File: src/rtl/serial_add_ctrl.sv
// serial_add_ctrl: bit-serial adder controller.
// Adds a + b + cin LSB-first, one bit per clock, through a single external
// combinational 1-bit full adder (add_x/add_y/add_cin out, add_z/add_cout in).
//
// Handshake: start is sampled on every rising edge while the block is IDLE or
// DONE; a sampled start=1 loads the operands and enters RUN. start is ignored
// during RUN. busy is high for exactly WIDTH cycles; done then pulses for one
// cycle, and sum/cout hold that result until the next operation completes.
module serial_add_ctrl #(
    parameter int WIDTH = 8
) (
    input  logic             clk,
    input  logic             rst_n,
    input  logic             start,
    input  logic [WIDTH-1:0] a,
    input  logic [WIDTH-1:0] b,
    input  logic             cin,
    output logic             busy,
    output logic             done,
    output logic [WIDTH-1:0] sum,
    output logic             cout,
    output logic             add_x,
    output logic             add_y,
    output logic             add_cin,
    input  logic             add_z,
    input  logic             add_cout,
    output logic [1:0]       state_dbg
);

    typedef enum logic [1:0] {
        IDLE = 2'd0,
        RUN  = 2'd1,
        DONE = 2'd2
    } state_t;

    // One extra counter bit so the count can never wrap inside an operation.
    localparam int CW = $clog2(WIDTH) + 1;
    localparam logic [CW-1:0] LAST = CW'(WIDTH - 1);

    state_t           state;
    logic [WIDTH-1:0] a_sh;
    logic [WIDTH-1:0] b_sh;
    logic [WIDTH-1:0] sum_sh;
    logic             carry;
    logic             cout_r;
    logic [CW-1:0]    cnt;

    // Control FSM plus operand/result shift registers, carry and bit counter.
    always_ff @(posedge clk or negedge rst_n) begin
        if (!rst_n) begin
            state  <= IDLE;
            a_sh   <= '0;
            b_sh   <= '0;
            sum_sh <= '0;
            carry  <= 1'b0;
            cout_r <= 1'b0;
            cnt    <= '0;
        end else begin
            case (state)
                IDLE, DONE: begin
                    if (start) begin
                        a_sh  <= a;
                        b_sh  <= b;
                        carry <= cin;
                        cnt   <= '0;
                        state <= RUN;
                    end else begin
                        state <= IDLE;
                    end
                end
                RUN: begin
                    // Sum bits enter at the MSB so after WIDTH shifts bit 0
                    // has reached the LSB position.
                    sum_sh <= {add_z, sum_sh[WIDTH-1:1]};
                    a_sh   <= a_sh >> 1;
                    b_sh   <= b_sh >> 1;
                    carry  <= add_cout;
                    cnt    <= cnt + 1'b1;
                    if (cnt == LAST) begin
                        cout_r <= add_cout;
                        state  <= DONE;
                    end
                end
                default: state <= IDLE;
            endcase
        end
    end

    // Status and full-adder drive decoded from the state register; the adder
    // inputs are held at 0 outside RUN.
    always_comb begin
        busy      = (state == RUN);
        done      = (state == DONE);
        add_x     = (state == RUN) & a_sh[0];
        add_y     = (state == RUN) & b_sh[0];
        add_cin   = (state == RUN) & carry;
        sum       = sum_sh;
        cout      = cout_r;
        state_dbg = state;
    end

endmodule

File: config.mk
export PLATFORM = sky130hd
export DESIGN_NAME = serial_add_ctrl
export DESIGN_NICKNAME = d
export VERILOG_FILES = /design/src/rtl/serial_add_ctrl.sv
export SDC_FILE = /design/constraint.sdc
export NUM_CORES = 1
export LEC_CHECK = 0
export ABC_AREA = 1
export BUFFER_PORTS_ARGS = -buffer_cell sky130_fd_sc_hd__buf_2
export CORE_ASPECT_RATIO = 0.7
export CORE_UTILIZATION = 45
export CTS_CLUSTER_DIAMETER = 100
export DETAILED_ROUTE_END_ITERATION = 6
export MAX_ROUTING_LAYER = met4
export PLACE_DENSITY = 0.69
export SLEW_MARGIN = 20
export SYNTH_ARGS = -nofsm -noshare
export SYNTH_HDL_FRONTEND = slang
export SYNTH_SLANG_ARGS = --single-unit
File: constraint.sdc
create_clock -name clk -period 2.6 [get_ports clk]
set_input_delay 0.52 -clock clk [delete_from_list [all_inputs] [get_ports clk]]
set_output_delay 0.52 -clock clk [all_outputs]
set_load 0.01 [all_outputs]
==> impl_metrics.json, run 1 <==
{
  "synth_top_area_cell": "dfrtp_1",
  "drv_slew": 0,
  "rsz0062_at_grt": "false",
  "final-instance-count-excl-fill": 273,
  "crit_path_cell_trace": "inv_1 > nand2_1 > nor2_1 > buf_2",
  "grt_pass1_vias": 1060,
  "cp-start-kind": "flip-flop",
  "worst-path-buf-inv": 2,
  "ys_seq_area_share_pct": 53.8,
  "period_needed_ns": 1.87,
  "initial_core_util_pct": 47.3,
  "hold_class": "in -> async",
  "swShare_pct": 40.7,
  "numClockSinks": 32,
  "seqPwrFrac_pct": 41.5,
  "track_usage_pct": 18.5,
  "path_class": "reg -> out",
  "synth_fp_nets": 219,
  "setup_tns_ns": 0,
  "cts_resized": 0,
  "drive_gt1_share_pct": 21.3,
  "die_w_um": 70.7,
  "antenna_cells": 0,
  "crit_arrival_ns": 1.35,
  "fmax_mhz": 535,
  "hold_buffers": 0,
  "synth_warnings": 0,
  "syn-cell-area_mm2": 0.00149,
  "period_share_pct": 71.9,
  "rows": 17,
  "synth_top_area_share_pct": 53.8,
  "endpoint_kind": "output port",
  "n_fill_cell": 322,
  "place.gp.congestion": 0.734,
  "pwr-share-clk_pct": 18.4,
  "htree_levels": 2,
  "maxSlewHeadroom_pct": 54.6,
  "worst_path_max_delay_cell": "dfrtp_1",
  "post_cts_buffers": 0,
  "grt_antenna_before_repair": 0,
  "cts.clk_slew.worst_paths_ns": 0.06,
  "vias": 1213,
  "violations": "design-rule violations",
  "multi_input_area_um2": 524,
  "cap_violations": 0,
  "required_ns": 2.08,
  "first_iter_violations": 76,
  "nets": 257,
  "wire_per_inst_um": 10.3,
  "postLayoutCellArea_mm2": 0.00176,
  "via_per_inst": 4.44,
  "die_h_um": 50.1,
  "setup_viol": 0,
  "hold_violations": 0,
  "dp_cells": 265,
  "grt_pass1_wl_mm": 4.77,
  "p_int_w": 0.00123,
  "mostFrequentLayoutCells": "105 x nand2_1, 37 x buf_2, 32 x dfrtp_1",
  "ant_nets": 0,
  "firstDrtPassIters": 6,
  "die_area_mm2": 0.00354,
  "p_leak_nw": 1.05,
  "crit_family": "simple AND/OR/NAND/NOR gates",
  "portBuffers": 37,
  "netlist-cell-type-count": 15,
  "r2r_setup_slack_ns": 0.91,
  "synth_area_leaders": "dfrtp_1 54%, nand2_1 26%, inv_1 6.6%, o21ai_0 3.0%, buf_6 2.3%",
  "power.density_mw_per_mm2": 1180,
  "syn_avg_cell_area_um2": 7.59,
  "layout_commonest_cell": "nand2_1",
  "switchingPower_w": 0.000845,
  "clk_latency_ns": 0.27,
  "outcome": "complete, but fails checks",
  "dp_hpwl_mm": 1.96,
  "critical-path-max-stage-delay_ns": 0.40,
  "combPwrFrac_pct": 40.1,
  "wl_mm": 2.80,
  "vdd_ir_drop_max_v": 0.000581,
  "regArea_um2": 801,
  "drc_errors": 6,
  "synth_seq_cells": 32,
  "core_area_mm2": 0.00315,
  "syn_inst": 196,
  "area_growth_syn_to_layout_pct": 18.3,
  "cts_buffers": 5,
  "cts_tree": "done",
  "cts_buffer_depth": 2,
  "grt_overflow": 0,
  "ios": 38,
  "fin_util_pct": 55.9,
  "grt_max_degree": 33,
  "worst_slew_pin_slew_ns": 0.681,
  "skew_ns": 0.00384,
  "cts_root_buf": "clkbuf_8",
  "path_max_fanout": 14,
  "placedInstanceArea_mm2": 0.00167
}
-- per-layer routing --
metal  up-vias  GRT usage (%)  part of all wire [%]
li1        650              -                     -
met1       536           25.9                    54
met2        23           24.8                    40
met3         4           5.73                   4.6
met4         0           7.00                  0.89
met5         -              -                     0
-- cell type report --
class | count | area share [%]
Multi-Input combinational cell | 130 | 29.8
Timing Repair Buffer | 38 | 11.0
Sequential cell | 32 | 45.5
Inverter | 27 | 5.76
Clock inverter | 2 | 0.569
Clock buffer | 6 | 4.69
Tap cell | 38 | 2.70
-- cells in the mapped netlist, drive strengths merged --
cell	instances
a21oi	1
buf	7
dfrtp	32
ha	1
inv	27
nand2	105
nand3	4
nand4	1
nor2	8
o21ai	9
or2	1
-- power by group through the flow --
stage	Sequential [W]	Clock [W]	Combinational [W]
after floorplan	0.000877	0	0.000628
after global placement	0.000864	0	0.000830
after detailed placement	0.000866	0	0.000852
after CTS	0.000863	0.000392	0.000852
after global routing	0.000894	0.000427	0.000971
final	0.000863	0.000381	0.000834
-- metrics by stage --
step	setup WS [ns]	hold WS, ns	power, W
final	0.731	0.280	0.00208
after global routing	0.622	0.345	0.00229
after CTS	0.744	0.304	0.00211
after detailed placement	0.921	0.462	0.00172
after global placement	0.963	0.461	0.00169
after floorplan	1.16	0.224	0.00151
-- path summary, 6_finish.rpt --
check / start / depth (start not counted) / endpoint
min reg2reg: b_sh[7]$_DFFE_PN0P_ / 2 / b_sh[7]$_DFFE_PN0P_
max reg2reg: state_dbg[0]$_DFFE_PN0P_ / 5 / b_sh[3]$_DFFE_PN0P_
max: state_dbg[1]$_DFFE_PN0P_ / 4 / add_y
max in group asynchronous: rst_n / 1 / b_sh[1]$_DFFE_PN0P_
min in group clk: a[7] / 3 / a_sh[7]$_DFFE_PN0P_
min: rst_n / 1 / sum[1]$_DFFE_PN0P_
-- kinds of logic after synthesis --
kind of cell / synth area share (%)
AND/OR/NAND/NOR: 31.0
AO/OA/AOI/OAI: 3.36
flip-flops: 53.8
buffers and inverters: 10.9
adder cells (fa/ha/maj): 0.841
-- sequential cells by signal (all words and copies together), names as in the netlist --
name,count
b_sh,8
cnt,4
sum,8
a_sh,8
state_dbg,2
cout,1
carry,1
(Power assumes the default switching activity.)
==> run 2, diff against run 1 <==
==> constraint.sdc (replaced) <==
create_clock -name clk -period 1.9 [get_ports clk]
set_input_delay 0.38 -clock clk [delete_from_list [all_inputs] [get_ports clk]]
set_output_delay 0.38 -clock clk [all_outputs]
set_load 0.01 [all_outputs]
==> run 2 against run 1 <==
  * The run still ends with design-rule violations left
  * Combinational power rose by 41%
  * Register-to-register slack got worse by 0.49 ns
  * Clock power up 66%
  * Routed wire length increased by 6.6%
  * Clock skew up 0.0036 ns
  * Via count rose by 3.9%
  * Final cell count is 0.37% higher
  * First-iteration DRC count grew 6.6%
  * Sequential share of layout area is 0.58 points lower
==> impl_metrics.json, run 2 (same netlist as run 1, synthesis figures left out) <==
{
  "outcome": "complete, but fails checks",
  "violations": "design-rule violations",
  "nets": 258,
  "htree_levels": 2,
  "dp_hpwl_mm": 1.99,
  "via_per_inst": 4.60,
  "drv_slew": 0,
  "worst_slew_pin_slew_ns": 0.709,
  "cts.clk_slew.worst_paths_ns": 0.07,
  "grt_pass1_vias": 1133,
  "area_growth_syn_to_layout_pct": 19.8,
  "place.gp.congestion": 0.740,
  "cts_resized": 0,
  "cts_buffers": 5,
  "cap_violations": 0,
  "grt_antenna_before_repair": 0,
  "grt_pass1_wl_mm": 5.04,
  "p_leak_nw": 1.06,
  "layout_commonest_cell": "nand2_1",
  "antenna_cells": 0,
  "numClockSinks": 32,
  "grt_max_degree": 33,
  "setup_viol": 0,
  "maxSlewHeadroom_pct": 52.7,
  "rows": 17,
  "period_needed_ns": 1.75,
  "clk_latency_ns": 0.28,
  "drive_gt1_share_pct": 21.2,
  "skew_ns": 0.00747,
  "fin_util_pct": 56.6,
  "path_max_fanout": 14,
  "ios": 38,
  "wire_per_inst_um": 10.9,
  "portBuffers": 37,
  "hold_buffers": 0,
  "endpoint_kind": "output port",
  "ant_nets": 0,
  "firstDrtPassIters": 6,
  "n_fill_cell": 316,
  "die_area_mm2": 0.00354,
  "pre_cts_slack_ns": 0.464,
  "holdWs_ns": 0.138,
  "vdd_ir_drop_max_v": 0.000797,
  "r2r_setup_slack_ns": 0.42,
  "wl_mm": 2.98,
  "setup_slack_ns": 0.145,
  "cp-start-kind": "flip-flop",
  "post_cts_buffers": 0,
  "die_h_um": 50.1,
  "cts_tree": "done",
  "core_area_mm2": 0.00315,
  "mostFrequentLayoutCells": "105 x nand2_1, 37 x buf_2, 32 x dfrtp_1",
  "vias": 1260,
  "path_class": "reg -> out",
  "hold_class": "in -> async",
  "multi_input_area_um2": 524,
  "cts_root_buf": "clkbuf_8",
  "hold_violations": 0,
  "track_usage_pct": 20.1,
  "first_iter_violations": 81,
  "power.density_mw_per_mm2": 1680,
  "r2r_cells": 6,
  "rsz0062_at_grt": "false",
  "grt_overflow": 0,
  "crit_arrival_ns": 1.37,
  "period_share_pct": 92.3,
  "required_ns": 1.52,
  "initial_core_util_pct": 47.3,
  "drc_errors": 6,
  "fmax_mhz": 570,
  "setup_tns_ns": 0,
  "die_w_um": 70.7,
  "regArea_um2": 801,
  "cts_buffer_depth": 2
}
-- run 2: cell types whose count changed in the layout (fill, tap and decap cells not counted), sizes merged --
cell,previous run,this run
clkinv,2,1
buf,38,39
bufinv,0,1
-- run 2: path summary, 6_finish.rpt --
path,start,endpoint
setup / recovery,state_dbg[1]$_DFFE_PN0P_,add_x
hold / removal,rst_n,a_sh[0]$_DFFE_PN0P_
setup reg to reg,state_dbg[0]$_DFFE_PN0P_,b_sh[3]$_DFFE_PN0P_
hold reg to reg,a_sh[2]$_DFFE_PN0P_,a_sh[2]$_DFFE_PN0P_
max in group asynchronous,rst_n,a_sh[7]$_DFFE_PN0P_
min in group clk,b[7],b_sh[7]$_DFFE_PN0P_
-- run 2: power breakdown --
group	leakage (nW)	internal, W	total [W]	switching, W
logic	0.603	0.000428	0.00118	0.000751
registers	0.401	0.000986	0.00118	0.000193
clock network	0.0552	0.000389	0.000631	0.000242
total	1.06	0.00180	0.00299	0.00119
-- run 2: layout make-up --
class	count	area share (%)
clock inverters	2	1.97
well taps	38	2.67
clock buffers	6	4.07
flip-flops and latches	32	44.9
repair buffers	39	11.2
inverters	27	5.69
multi-input cells	130	29.4
-- run 2: stage by stage --
step	power, W	cells	area (um^2)
final	0.00299	274	1780
after global routing	0.00328	274	1780
after CTS	0.00303	274	1780
after detailed placement	0.00237	266	1670
after global placement	0.00232	266	1670
after floorplan	0.00206	196	1490
-- run 2: metal layers --
metal / track usage [%] / share of wire (%)
met5: - / 0
met4: 9.00 / 2.1
met3: 7.36 / 4.9
met2: 29.0 / 45
met1: 25.3 / 48
-- run 2: critical path, cell delays in order, from the launching register on --
cell     delay (ns)
dfrtp_1        0.40
inv_1          0.08
nand2_1        0.28
nor2_1         0.18
buf_2          0.15
